## src/rtl/pbit_tanh_pipe.sv

```systemverilog
`default_nettype none
// ============================================================================
// Module      : pbit_tanh_pipe
// Description : Multi-channel pipelined p-bit activation. Each channel scales
//               its input by 2^beta, evaluates a 3-segment piecewise-linear
//               tanh and compares it with an LFSR sample to form a p-bit.
// Revision    : 1.0  initial release
// ============================================================================
module pbit_tanh_pipe #(
    parameter int          N_CH      = 4,
    parameter int          IN_BITS   = 6,
    parameter int          FRAC_BITS = 2,
    parameter int          OUT_BITS  = 16,
    parameter int          BETA_BITS = 3,
    parameter logic [31:0] SEED      = 32'h0000_0001
) (
    input  logic                       clk,
    input  logic                       rst,
    input  logic                       in_valid,
    input  logic [N_CH*IN_BITS-1:0]    in_data,
    input  logic [BETA_BITS-1:0]       beta_shift,
    input  logic                       rand_en,
    output logic                       out_valid,
    output logic [N_CH*OUT_BITS-1:0]   out_tanh,
    output logic [N_CH-1:0]            out_m
);

    // |in| needs IN_BITS+1 bits; the largest shift adds 2^BETA_BITS-1 more.
    localparam int c_sh_w = IN_BITS + (1 << BETA_BITS);
    localparam int c_lo   = OUT_BITS - 1 - FRAC_BITS;

    localparam logic [OUT_BITS-1:0] c_q_half    = {2'b01, {(OUT_BITS-2){1'b0}}};
    localparam logic [OUT_BITS-1:0] c_q_quarter = {3'b001, {(OUT_BITS-3){1'b0}}};
    localparam logic [OUT_BITS-1:0] c_q_max     = {1'b0, {(OUT_BITS-1){1'b1}}};

    logic r_v1;
    logic r_v2;
    logic r_v3;
    logic r_re1;
    logic r_re2;

    always_ff @(posedge clk) begin
        if (rst) begin
            r_v1  <= 1'b0;
            r_v2  <= 1'b0;
            r_v3  <= 1'b0;
            r_re1 <= 1'b0;
            r_re2 <= 1'b0;
        end else begin
            r_v1 <= in_valid;
            r_v2 <= r_v1;
            r_v3 <= r_v2;
            if (in_valid) begin
                r_re1 <= rand_en;
            end
            if (r_v1) begin
                r_re2 <= r_re1;
            end
        end
    end

    assign out_valid = r_v3;

    genvar gi;
    generate
        for (gi = 0; gi < N_CH; gi++) begin : g_ch
            localparam logic [31:0] c_seed = SEED + 32'(gi);

            logic [IN_BITS-1:0]  w_in;
            logic [IN_BITS:0]    w_abs;
            logic [c_sh_w-1:0]   w_sh;
            logic                w_sat;
            logic [OUT_BITS-1:0] w_a;

            assign w_in  = in_data[gi*IN_BITS +: IN_BITS];
            assign w_abs = w_in[IN_BITS-1] ? (~{w_in[IN_BITS-1], w_in} + 1'b1)
                                           : {1'b0, w_in};
            assign w_sh  = {{(c_sh_w-IN_BITS-1){1'b0}}, w_abs} << beta_shift;
            // Any bit at or above the 2.0 position means the input saturates.
            assign w_sat = |w_sh[c_sh_w-1:FRAC_BITS+1];
            assign w_a   = {w_sh[FRAC_BITS:0], {c_lo{1'b0}}};

            logic                r_s1;
            logic                r_sat1;
            logic [OUT_BITS-1:0] r_a1;

            always_ff @(posedge clk) begin
                if (rst) begin
                    r_s1   <= 1'b0;
                    r_sat1 <= 1'b0;
                    r_a1   <= '0;
                end else if (in_valid) begin
                    r_s1   <= w_in[IN_BITS-1];
                    r_sat1 <= w_sat;
                    r_a1   <= w_a;
                end
            end

            logic [OUT_BITS-1:0] w_mag;
            logic [OUT_BITS-1:0] w_y;

            always_comb begin
                w_mag = c_q_max;
                if (!r_sat1) begin
                    if (r_a1[OUT_BITS-1]) begin
                        w_mag = (r_a1 >> 2) + c_q_half;
                    end else if (r_a1[OUT_BITS-2]) begin
                        w_mag = (r_a1 >> 1) + c_q_quarter;
                    end else begin
                        w_mag = r_a1;
                    end
                end
            end

            // Magnitude never exceeds Q-1, so negation cannot reach -Q.
            assign w_y = r_s1 ? (~w_mag + 1'b1) : w_mag;

            logic [OUT_BITS-1:0] r_y2;

            always_ff @(posedge clk) begin
                if (rst) begin
                    r_y2 <= '0;
                end else if (r_v1) begin
                    r_y2 <= w_y;
                end
            end

            logic [31:0]         r_lfsr;
            logic [31:0]         w_lfsr_nx;
            logic [OUT_BITS-1:0] w_r;
            logic                w_gt;
            logic                w_m;
            logic [OUT_BITS-1:0] r_tanh;
            logic                r_m;

            assign w_lfsr_nx = {r_lfsr[30:0], r_lfsr[31] ^ r_lfsr[21] ^ r_lfsr[1] ^ r_lfsr[0]};
            assign w_r       = r_lfsr[31 -: OUT_BITS];
            assign w_gt      = $signed(r_y2) > $signed(w_r);
            assign w_m       = r_re2 ? w_gt : ~r_y2[OUT_BITS-1];

            always_ff @(posedge clk) begin
                if (rst) begin
                    r_lfsr <= c_seed;
                    r_tanh <= '0;
                    r_m    <= 1'b0;
                end else if (r_v2) begin
                    r_lfsr <= w_lfsr_nx;
                    r_tanh <= r_y2;
                    r_m    <= w_m;
                end
            end

            assign out_tanh[gi*OUT_BITS +: OUT_BITS] = r_tanh;
            assign out_m[gi]                         = r_m;
        end
    endgenerate

endmodule
`default_nettype wire
```

## config.mk

```make
export PLATFORM = sky130hd
export DESIGN_NAME = pbit_tanh_pipe
export DESIGN_NICKNAME = d
export VERILOG_FILES = /design/src/rtl/pbit_tanh_pipe.sv
export SDC_FILE = /design/constraint.sdc
export NUM_CORES = 1
export LEC_CHECK = 0
export ABC_CLOCK_PERIOD_IN_PS = 2650
export CORE_MARGIN = 2
export CORE_UTILIZATION = 57
export DETAILED_ROUTE_END_ITERATION = 6
export PLACE_DENSITY = 0.9
export REMOVE_ABC_BUFFERS = 1
export SETUP_SLACK_MARGIN = 0.3
export SLEW_MARGIN = 0
export SYNTH_ARGS = -nofsm -noshare
export SYNTH_HDL_FRONTEND = slang
export SYNTH_SLANG_ARGS = --single-unit
```

## constraint.sdc

```tcl
create_clock -name clk -period 2.65 [get_ports clk]
set_input_delay 0.795 -clock clk [delete_from_list [all_inputs] [get_ports clk]]
set_output_delay 0.795 -clock clk [all_outputs]
set_load 0.005 [all_outputs]
```

# Word level (Yosys, flattened, before mapping)
# Index checks and enable logic that the tools add are counted.
# W data, S select, Z words.
[word_totals]
register_bits = 285
latch_bits = 0
ramBits = 0
mem_bits_ro = 0
inputBits = 31
output_inout_bits = 69
wordCells = 109
n_memories = 0
[classes]
add_sub_neg = 16
multipliers = 0
n_div = 0
order_cmp = 4
n_eq_ne = 0
shift = 4
n_mux = 24
bitwise = 24
n_reduce_logical = 4
[ops]
columns = ["operator", "count"]
rows = [
  ["$mux W16", 16],
  ["$add A14 B15 Y16 const B", 4],
  ["$add A15 B14 Y16 const B", 4],
  ["$add A16 B1 Y16 const B", 4],
  ["$gt A16 B16 Y1", 4],
  ["$not A16 Y16", 4],
  ["$shl A7 B3 Y14", 4],
  ["$reduce_or A11 Y1", 4],
  ["$add A7 B1 Y7 const B", 4],
  ["$mux W7", 4],
  ["$not A7 Y7", 4],
  ["$xor A1 B1 Y1", 12],
  ["$mux W1", 4],
  ["$not A1 Y1", 4],
]

# Logic depth before layout (Yosys ltp)
[logic_depth]
depth_word = 7
mapped_depth = 7
mapped_depth_nobuf = 7

# Worst setup path before layout
# OpenSTA, ideal clock, no wires.
[synth_path]
path_kind = "input to register"
from = "in in_data[12]"
to = "reg g_ch[2].r_sat1"
setup_time_ps = 135
t_arrival_ps = 1971
t_required_ps = 2515
setup_slack_ps = 544
path_stages = 7
path_buffers = 0
path_cell_list = "inv_1 ha_1 nor4_1 o32a_1 a31oi_1 a2111oi_0 a211oi_1"
[synth_via]
elab_chain_len = 5
[synth_lines]
columns = ["item", "line", "rtl"]
rows = [
  ["start, declared", "20", "input logic [N_CH*IN_BITS-1:0] in_data,"],
  ["$not A7 Y7", "76", "assign w_abs = w_in[IN_BITS-1] ? (~{w_in[IN_BITS-1], w_in} + 1'b1)"],
  ["$add A7 B1 Y7", "76", ""],
  ["$mux W7 *", "76", ""],
  ["$shl A7 B3 Y14 *", "78", "assign w_sh = {{(c_sh_w-IN_BITS-1){1'b0}}, w_abs} << beta_shift;"],
  ["$reduce_or A11 Y1 *", "80", "assign w_sat = |w_sh[c_sh_w-1:FRAC_BITS+1];"],
  ["end signal, assigned", "94", "r_sat1 <= w_sat;"],
  ["end, declared", "84", "logic r_sat1;"],
]
# Mark *: on every way between the ends. The rest lies on a longest branch, timed or not.
# A chain may end at the register's enable or synchronous reset.

# Worst setup path after layout
# Same ends and word-level chain as after synthesis.

==> metrics.cfg <==
[run_status]
status=finished clean

[sta]
maxSlewHeadroom=0.454
fin_crit_ns=2.28
finalCritPeriodShare=0.859
worst_pin_slew_ns=0.820
rsz0062_at_grt=no
finalSetupTns_ns=0
skew_ns=0.00838
fin_ws_ns=0.373
setup_viol=0
max_freq_mhz=439
slew_violations=0
hold_violations=0

[floorplan]
rows=49
io-pin-count=100
die-area_sq_um=19800
die_w_um=141
coreArea_sq_um=18100
die_h_um=141
start_util=0.587

[grt]
antenna_found_initial=0
grt_pass1_wl_mm=38.2
grt_overflow=0
grt_max_degree=116
grt_usage=0.226
first_global_vias=8044

[power_and_ir_drop]
pwr-share-clk=0.452
p_switching_w=0.00174
power_leakage_nw=4.71
pwr-share-comb=0.095
intPower_w=0.00565
p_per_area_nw_per_um2=597
swShare=0.236
seqPwrFrac=0.453
ir_drop_mv=0.510

[critical_path]
critical_path_arrival_ns=2.64
critical_path_buf_inv_count=2
crit_family=compound AO/OA/AOI/OAI gates
timing.setup.critical_path_class=input port to flip-flop
endpoint_kind=flip-flop
start_kind=input port
required_ns=3.01
worst_path_largest_cell_delay_ns=0.47
worst-path-max-fanout=2
crit_chain=clkdlybuf4s50_1, inv_1, ha_1, nor4_2, o32a_1, a31oi_1, a2111oi_2, a211oi_1
crit_slowest_cell=clkdlybuf4s50_1

[logic_synthesis]
synth_cell_types=63
synthCells=1204
synth_top_cell_by_area=dfxtp_1
netlist_top_cells_area=dfxtp_1, mux2i_1, ha_1
ys_ff_latch=213
synth_ff_type=dfxtp_1
synth_warnings=0
synth_top_area_share=0.400
synth.avg_cell_area_sq_um=8.85
async_reset_ff_frac=0
synthTopCellsByCount=dfxtp_1, nor2_1, mux2i_1, inv_1, a21oi_1
synth_edf_count=0
yosysMostFrequentCell=dfxtp_1
yosysSeqAreaShare=0.400
netlist_area_sq_um=10700

[placement]
dp.cells=1446
portBuffers=99
dp_hpwl_mm=14.5
place_ws_ns=-0.0782
gp_congestion=0.936

[route]
vias=8411
drt_first_pass_iters=5
totalWireLength_mm=22.6
routed_via_density=5.66
drc=0
postRouteAntennaNets=0
drtIter0Drc=536
wire_per_inst_um=15.2

[cells_and_area]
fill_cells=1311
instances_no_fill=1487
drive_above_1_share=0.0668
multi_input_area_sq_um=5490
ff_latch_area_sq_um=4270
nNetsFinal=1341
diodes=0
area_growth_pct=16.2

[cts]
cts_max_path_buffers=3
numCtsBuffers=23
cts-resized-gates=4
clock_sinks=213
htree_levels=1
post_cts_buffers=0
cts_tree=done
clockRootBuffer=clkbuf_16
clock_latency_ns=0.51
postCtsHoldBufs=0
clk_pin_slew_ns=0.06

[run]
drv_cap=0

[min_path]
hp-class=flip-flop to flip-flop

-- through the flow --
| step | hold slack, ns | area, sq um | utilization | total power (W) |
|---|---|---|---|---|
| finish | 0.490 | 12400 | 0.682 | 0.00739 |
| global route | 0.516 | 12400 | 0.682 | 0.00765 |
| CTS | 0.494 | 12400 | 0.681 | 0.00741 |
| detailed placement | 0.478 | 11600 | 0.637 | 0.00410 |
| global placement | 0.466 | 11600 | 0.637 | 0.00407 |
| floorplan | 0.454 | 10100 | - | 0.00386 |
-- tightest hold or removal path: stages (launching register included) --
cell	delay [ns]
dfxtp_1	0.32
mux2i_1	0.06
nor2_1	0.07
-- kinds of logic (layout without fill, tap and decap cells) --
group                      Yosys count  after routing  synth area share
adders and majority gates           68             68            0.0799
DFF                                213            213             0.400
buffers and inverters              195            249            0.0856
xor gates and xnor gates            10             10           0.00822
muxes                              169            169             0.159
and+or+nand+nor                    368            368             0.160
AOI/OAI and AO/OA                  181            181             0.107
-- routing by layer --
layer / vias to the layer above / GRT usage / wire, um
li1: 4154 / - / -
met1: 3923 / 0.289 / 9860
met2: 283 / 0.392 / 11000
met5: - / 0 / 0
met3: 51 / 0.0329 / 1200
met4: 0 / 0.0784 / 566
-- state kept, by name (all words and copies together), names as in the netlist --
signal       flops
r_v1             1
g_ch.r_s1        4
out_valid        1
r_re1            1
g_ch.r_sat1      4
g_ch.r_m         4
g_ch.r_tanh     28
r_v2             1
g_ch.r_lfsr    128
g_ch.r_y2       28
g_ch.r_a1       12
r_re2            1
-- area by class of cell --
| type | count | area share |
|---|---|---|
| Clock buffer | 31 | 0.0538 |
| Tap cell | 229 | 0.0231 |
| Timing Repair Buffer | 120 | 0.0969 |
| Multi-Input combinational cell | 796 | 0.443 |
| Clock inverter | 10 | 0.0109 |
| Inverter | 88 | 0.0267 |
| Sequential cell | 213 | 0.345 |
-- power by group through the flow --
stage | logic, W | registers, W | clock network, W
final | 0.000704 | 0.00335 | 0.00334
after global routing | 0.000774 | 0.00335 | 0.00353
after CTS | 0.000695 | 0.00334 | 0.00337
after detailed placement | 0.000683 | 0.00341 | 0
after global placement | 0.000657 | 0.00341 | 0
after floorplan | 0.000438 | 0.00342 | 0
-- path summary, 6_finish.rpt --
path                      startpoint                 end  slack (ns)  cells after the start
hold reg to reg   g_ch[1].r_tanh[14]  g_ch[1].r_tanh[14]        0.49                      2
setup reg to reg  g_ch[3].r_lfsr[31]         g_ch[3].r_m        0.53                      7
setup / recovery         in_data[12]      g_ch[2].r_sat1        0.37                      8
hold / removal    g_ch[1].r_tanh[14]  g_ch[1].r_tanh[14]        0.49                      2
-- layout by cell type (no fill, tap or decap), types with 6 or more instances in the layout --
cell,instances
clkbuf_8,6
nor2_1,199
nand3b_1,8
mux2i_1,166
o21ai_0,29
nor4_1,6
clkbuf_16,23
o21ai_1,12
dfxtp_1,207
a21oi_1,69
buf_4,17
nor3_1,21
nor2b_1,11
nand2_1,51
o21a_1,8
ha_1,68
xnor2_1,8
clkdlybuf4s50_1,98
inv_1,87
a31oi_1,9
a21o_1,10
nand2b_1,21
nand3_1,18
nand4_1,8
(Power assumes the default switching activity.)
==> edit 1 (same settings) <==
Make the reset (`rst`) asynchronous in 4 clocked blocks.
--- a/src/rtl/pbit_tanh_pipe.sv
+++ b/src/rtl/pbit_tanh_pipe.sv
@@ -41,3 +41,3 @@
 
-    always_ff @(posedge clk) begin
+    always_ff @(posedge clk or posedge rst) begin
         if (rst) begin
@@ -86,3 +86,3 @@
 
-            always_ff @(posedge clk) begin
+            always_ff @(posedge clk or posedge rst) begin
                 if (rst) begin
@@ -119,3 +119,3 @@
 
-            always_ff @(posedge clk) begin
+            always_ff @(posedge clk or posedge rst) begin
                 if (rst) begin
@@ -140,3 +140,3 @@
 
-            always_ff @(posedge clk) begin
+            always_ff @(posedge clk or posedge rst) begin
                 if (rst) begin
Check against the original RTL: differs if rst is asserted again (counterexample within 4 cycles, from zero or initial values and one cycle with rst high); with rst held inactive, the same outputs for 4 cycles.
==> edit 1 against the unedited design <==
Setup slack worse by 0.0069 ns; core utilization is 0.22 points lower; sequential cell count stayed put; die area is 2.3% higher; non-clock buffer count is 7 higher; sequential share of layout area is 7.5 points higher; cell area is 2.7% higher; first-iteration DRC count is 8.4% higher; area after synthesis is 2.3% higher; routed wire length is 2.8% lower.
Power is not compared: it rests on default switching activity, and its combinational part moved more than twofold at a synthesized area within 25%.
==> edit 1: results <==
global_route:
  global_route_wire_length_before_repair_mm: 37.0
  grt_use_met2_pct: 37.5
  pin_count_of_the_biggest_net_entering_global_routing: 78
  met1_usage_pct: 29.4
  number_of_global_route_vias_before_repair: 7721
  groute.layer.met3.usage_pct: 3.23
  grt_use_total_pct: 22.1
synth:
  postSynthCellCount: 1035
  postSynth.asyncResetShare_pct: 100
  sequential_cell_area_fraction_in_the_yosys_report_pct: 49.0
  synth.mux.area_fraction_pct: 12.4
  synth_top_flop_cell: "dfrtp_1"
  most_numerous_cell_types_in_the_synthesized_netlist: "dfrtp_1, mux2_2, nand2_1, inv_1, o21ai_0"
  synth_compound_area_share_pct: 13.4
  yosys.area_share.adder_pct: 7.81
  synth.distinct_cells: 45
  synth-xor-area-share_pct: 1.21
  synthTopCellsByArea: "dfrtp_1, mux2_2, ha_1"
setup_path:
  flop2flop_setup_slack_ns: 0.49
  r2r-end: "g_ch[3].r_m"
  reg2regPathDepth: 6
  crit_path_max_fanout: 11
  slowest_delay_ns: 0.53
  r2r-start: "g_ch[3].r_y2[10]"
  timing.critical_path.max_delay_family: "buffers and inverters"
place:
  detailed_place_hpwl_mm: 14.7
  port_buffers: 99
  routabilityCongestion: 0.872
  dp.cells: 1313
  dpl-instance-area_mm2: 0.0120
final_layout:
  nets: 1203
  drive_gt1_share_pct: 17.3
  layout_filler_cell_count: 1235
  layoutNonFillerInstCount: 1353
  area_growth_pct: 16.7
route:
  violation_count_after_the_first_detailed_route_iteration: 581
  via_per_inst: 5.69
  wl_met1_mm: 9.43
  met2WireLength_mm: 10.8
  wl_met3_mm: 1.12
  wire_per_inst_um: 16.2
worst_hold_path:
  hold_path.class: "reg2reg"
  launch_point_of_the_worst_hold_path: "g_ch[1].r_lfsr[0]"
  hold_end: "g_ch[1].r_lfsr[0]"
  min_delay_path_depth: 1
timing:
  fin_worst_skew_ns: 0.0181
  worst_pin_slew_ns: 0.484
clock_network:
  cts.clk_slew.worst_paths_ns: 0.06
  cts.htree.levels: 1
  cts-root-buf: "clkbuf_16"
status:
  status: "finished, final reports clean"
power_and_ir_drop:
  power.ir.vdd_worst_mv: 0.454
==> edit 1: cell types whose count changed after synthesis, moves of 53 or more <==
cell / delta
o21ai_0: +63
dfxtp_1: -213
nor2_1: -166
mux2_2: +109
mux2i_1: -158
dfrtp_1: +208
nand2_1: +53
==> edit 1: how the worst max path moves through the flow <==
stage,start,end,slack (ns),cells past startpoint
2_1_floorplan,rst,g_ch[0].r_a1[13],-3.96,1
3_3_place_gp,in_data[0],g_ch[0].r_sat1,-0.01,8
3_5_place_dp,in_data[0],g_ch[0].r_sat1,-0.05,8
4_1_cts,g_ch[2].r_tanh[10],out_tanh[36],0.35,1
5_1_grt,g_ch[2].r_tanh[10],out_tanh[39],0.31,1
6_report,g_ch[0].r_tanh[10],out_tanh[8],0.37,1
==> edit 1: timing repair <==
action                     CTS  global route
resized for setup            4             0
buffers inserted             0             0
setup endpoints to repair   40             0
==> edit 1: final cells by class <==
| type | count | share of cell area (%) |
|---|---|---|
| timing repair buffer | 127 | 10.0 |
| clock buffer | 33 | 5.14 |
| tap | 234 | 2.30 |
| sequential | 213 | 42.0 |
| multi-input combinational | 641 | 36.8 |
| clock inverter | 7 | 0.728 |
| inverter | 98 | 2.95 |
==> edit 1: power groups by stage <==
stage | Sequential, mW | Clock [mW] | Combinational [mW]
floorplan | 3.73 | 0 | 0.689
global placement | 3.73 | 0 | 1.39
detailed placement | 3.75 | 0 | 1.46
CTS | 3.69 | 3.23 | 1.48
global route | 3.73 | 3.37 | 1.63
finish | 3.69 | 3.17 | 1.47
==> edit 1: metrics by stage <==
stage / worst slack (ns) / hold slack, ns
after floorplan: -3.96 / 0.440
after global placement: -0.0140 / 0.455
after detailed placement: -0.0471 / 0.461
after CTS: 0.347 / 0.474
after global routing: 0.306 / 0.493
final: 0.366 / 0.471
==> edit 2 (same settings) <==
Made on the original files. Change the parameter `FRAC_BITS` from 2 to 4.
--- a/src/rtl/pbit_tanh_pipe.sv
+++ b/src/rtl/pbit_tanh_pipe.sv
@@ -11,3 +11,3 @@
     parameter int          IN_BITS   = 6,
-    parameter int          FRAC_BITS = 2,
+    parameter int          FRAC_BITS = 4,
     parameter int          OUT_BITS  = 16,
Function: changed (a bounded check fails within 4 cycles, from zero or initial values and one cycle with rst high).
==> edit 2 against the unedited design <==
Worst hold slack hardly changed; setup slack better by 0.0012 ns; sequential share of layout area decreased by 1.2 points; area after synthesis rose by 16%; synthesized cell count increased by 18%; first-iteration DRC count rose by 31%; cell area increased by 15%; clock skew rose by 0.0064 ns; routed wire length increased by 20%; via count is 20% higher; sequential cell count rose by 24; power increased by 11%; largest power group unchanged.
==> edit 2: results <==
route:
  route.vias.total: 10119
  met2WireLength_mm: 13.2
  drt-total-wl_mm: 27.1
  wl_met3_mm: 1.34
  violation_count_after_the_first_detailed_route_iteration: 701
  wl_met1_mm: 12.0
setup_path:
  crit_path_start: "in_data[14]"
  crit_path_max_fanout: 9
  critical_path_arrival_ns: 2.70
  reg2regPathDepth: 8
  slowest_delay_ns: 0.71
  r2r-start: "g_ch[1].r_lfsr[31]"
  flop2flop_setup_slack_ns: 0.60
  r2r-end: "g_ch[1].r_m"
global_route:
  pin_count_of_the_biggest_net_entering_global_routing: 107
  global_route_wire_length_before_repair_mm: 45.0
  grt_use_total_pct: 23.6
  grt_use_met2_pct: 41.4
  met1_usage_pct: 30.5
  number_of_global_route_vias_before_repair: 9631
timing:
  maxSlewHeadroom_pct: 52.2
  fin_worst_skew_ns: 0.0148
final_layout:
  drive_gt1_share_pct: 6.88
  layoutNonFillerInstCount: 1758
  layout_filler_cell_count: 1503
  largest_registers: "g_ch.r_lfsr (128), g_ch.r_tanh (36), g_ch.r_y2 (36)"
  nets: 1564
power_and_ir_drop:
  power.ir.vdd_worst_mv: 0.339
  pwrdens_mw_per_mm2: 575
  combinationalPowerShare_pct: 12.5
  power.leakage_nw: 5.34
  internal_power_mw: 6.15
place:
  routabilityCongestion: 0.830
  detailed_place_hpwl_mm: 17.8
  dp.cells: 1713
clock_network:
  cts-root-buf: "clkbuf_16"
  cts-buffers-inserted: 24
status:
  status: "finished, final reports clean"
synth:
  synthTopCellsByArea: "dfxtp_1, mux2i_1, nor2_1"
  synth-xor-area-share_pct: 2.41
  synth.mux.area_fraction_pct: 16.1
  synth_compound_area_share_pct: 12.7
  sequential_cell_area_fraction_in_the_yosys_report_pct: 38.5
worst_hold_path:
  min_delay_path_depth: 1
  launch_point_of_the_worst_hold_path: "g_ch[2].r_lfsr[0]"
[edit 2: cell types whose count changed in the layout (fill, tap and decap cells not counted), sizes merged, moves of 9 or more]
cell and delta:
o21ai +15, nor2 +42, o22ai +12, xor2 +15, buf +24, xnor2 +9
nand2b +11, dfxtp +24, a211oi +16, nor2b +11, mux2i +29
[edit 2: through the flow]
step	hold WS [ns]	utilization [%]	setup slack (ns)	instance area (um^2)
after floorplan	0.454	-	-4.00	11700
after global placement	0.465	63.4	-0.0563	13400
after detailed placement	0.477	63.4	-0.138	13400
after CTS	0.489	67.2	0.376	14200
after global routing	0.507	67.4	0.238	14300
final	0.489	67.4	0.374	14300
[edit 2: cell type report]
class | instances | area [um^2] | area share [%]
Inverter | 96 | 360 | 2.53
Clock buffer | 35 | 703 | 4.93
Tap cell | 275 | 344 | 2.41
Sequential cell | 237 | 4750 | 33.4
Timing Repair Buffer | 144 | 1380 | 9.68
Multi-Input combinational cell | 962 | 6610 | 46.4
Clock inverter | 9 | 100 | 0.702
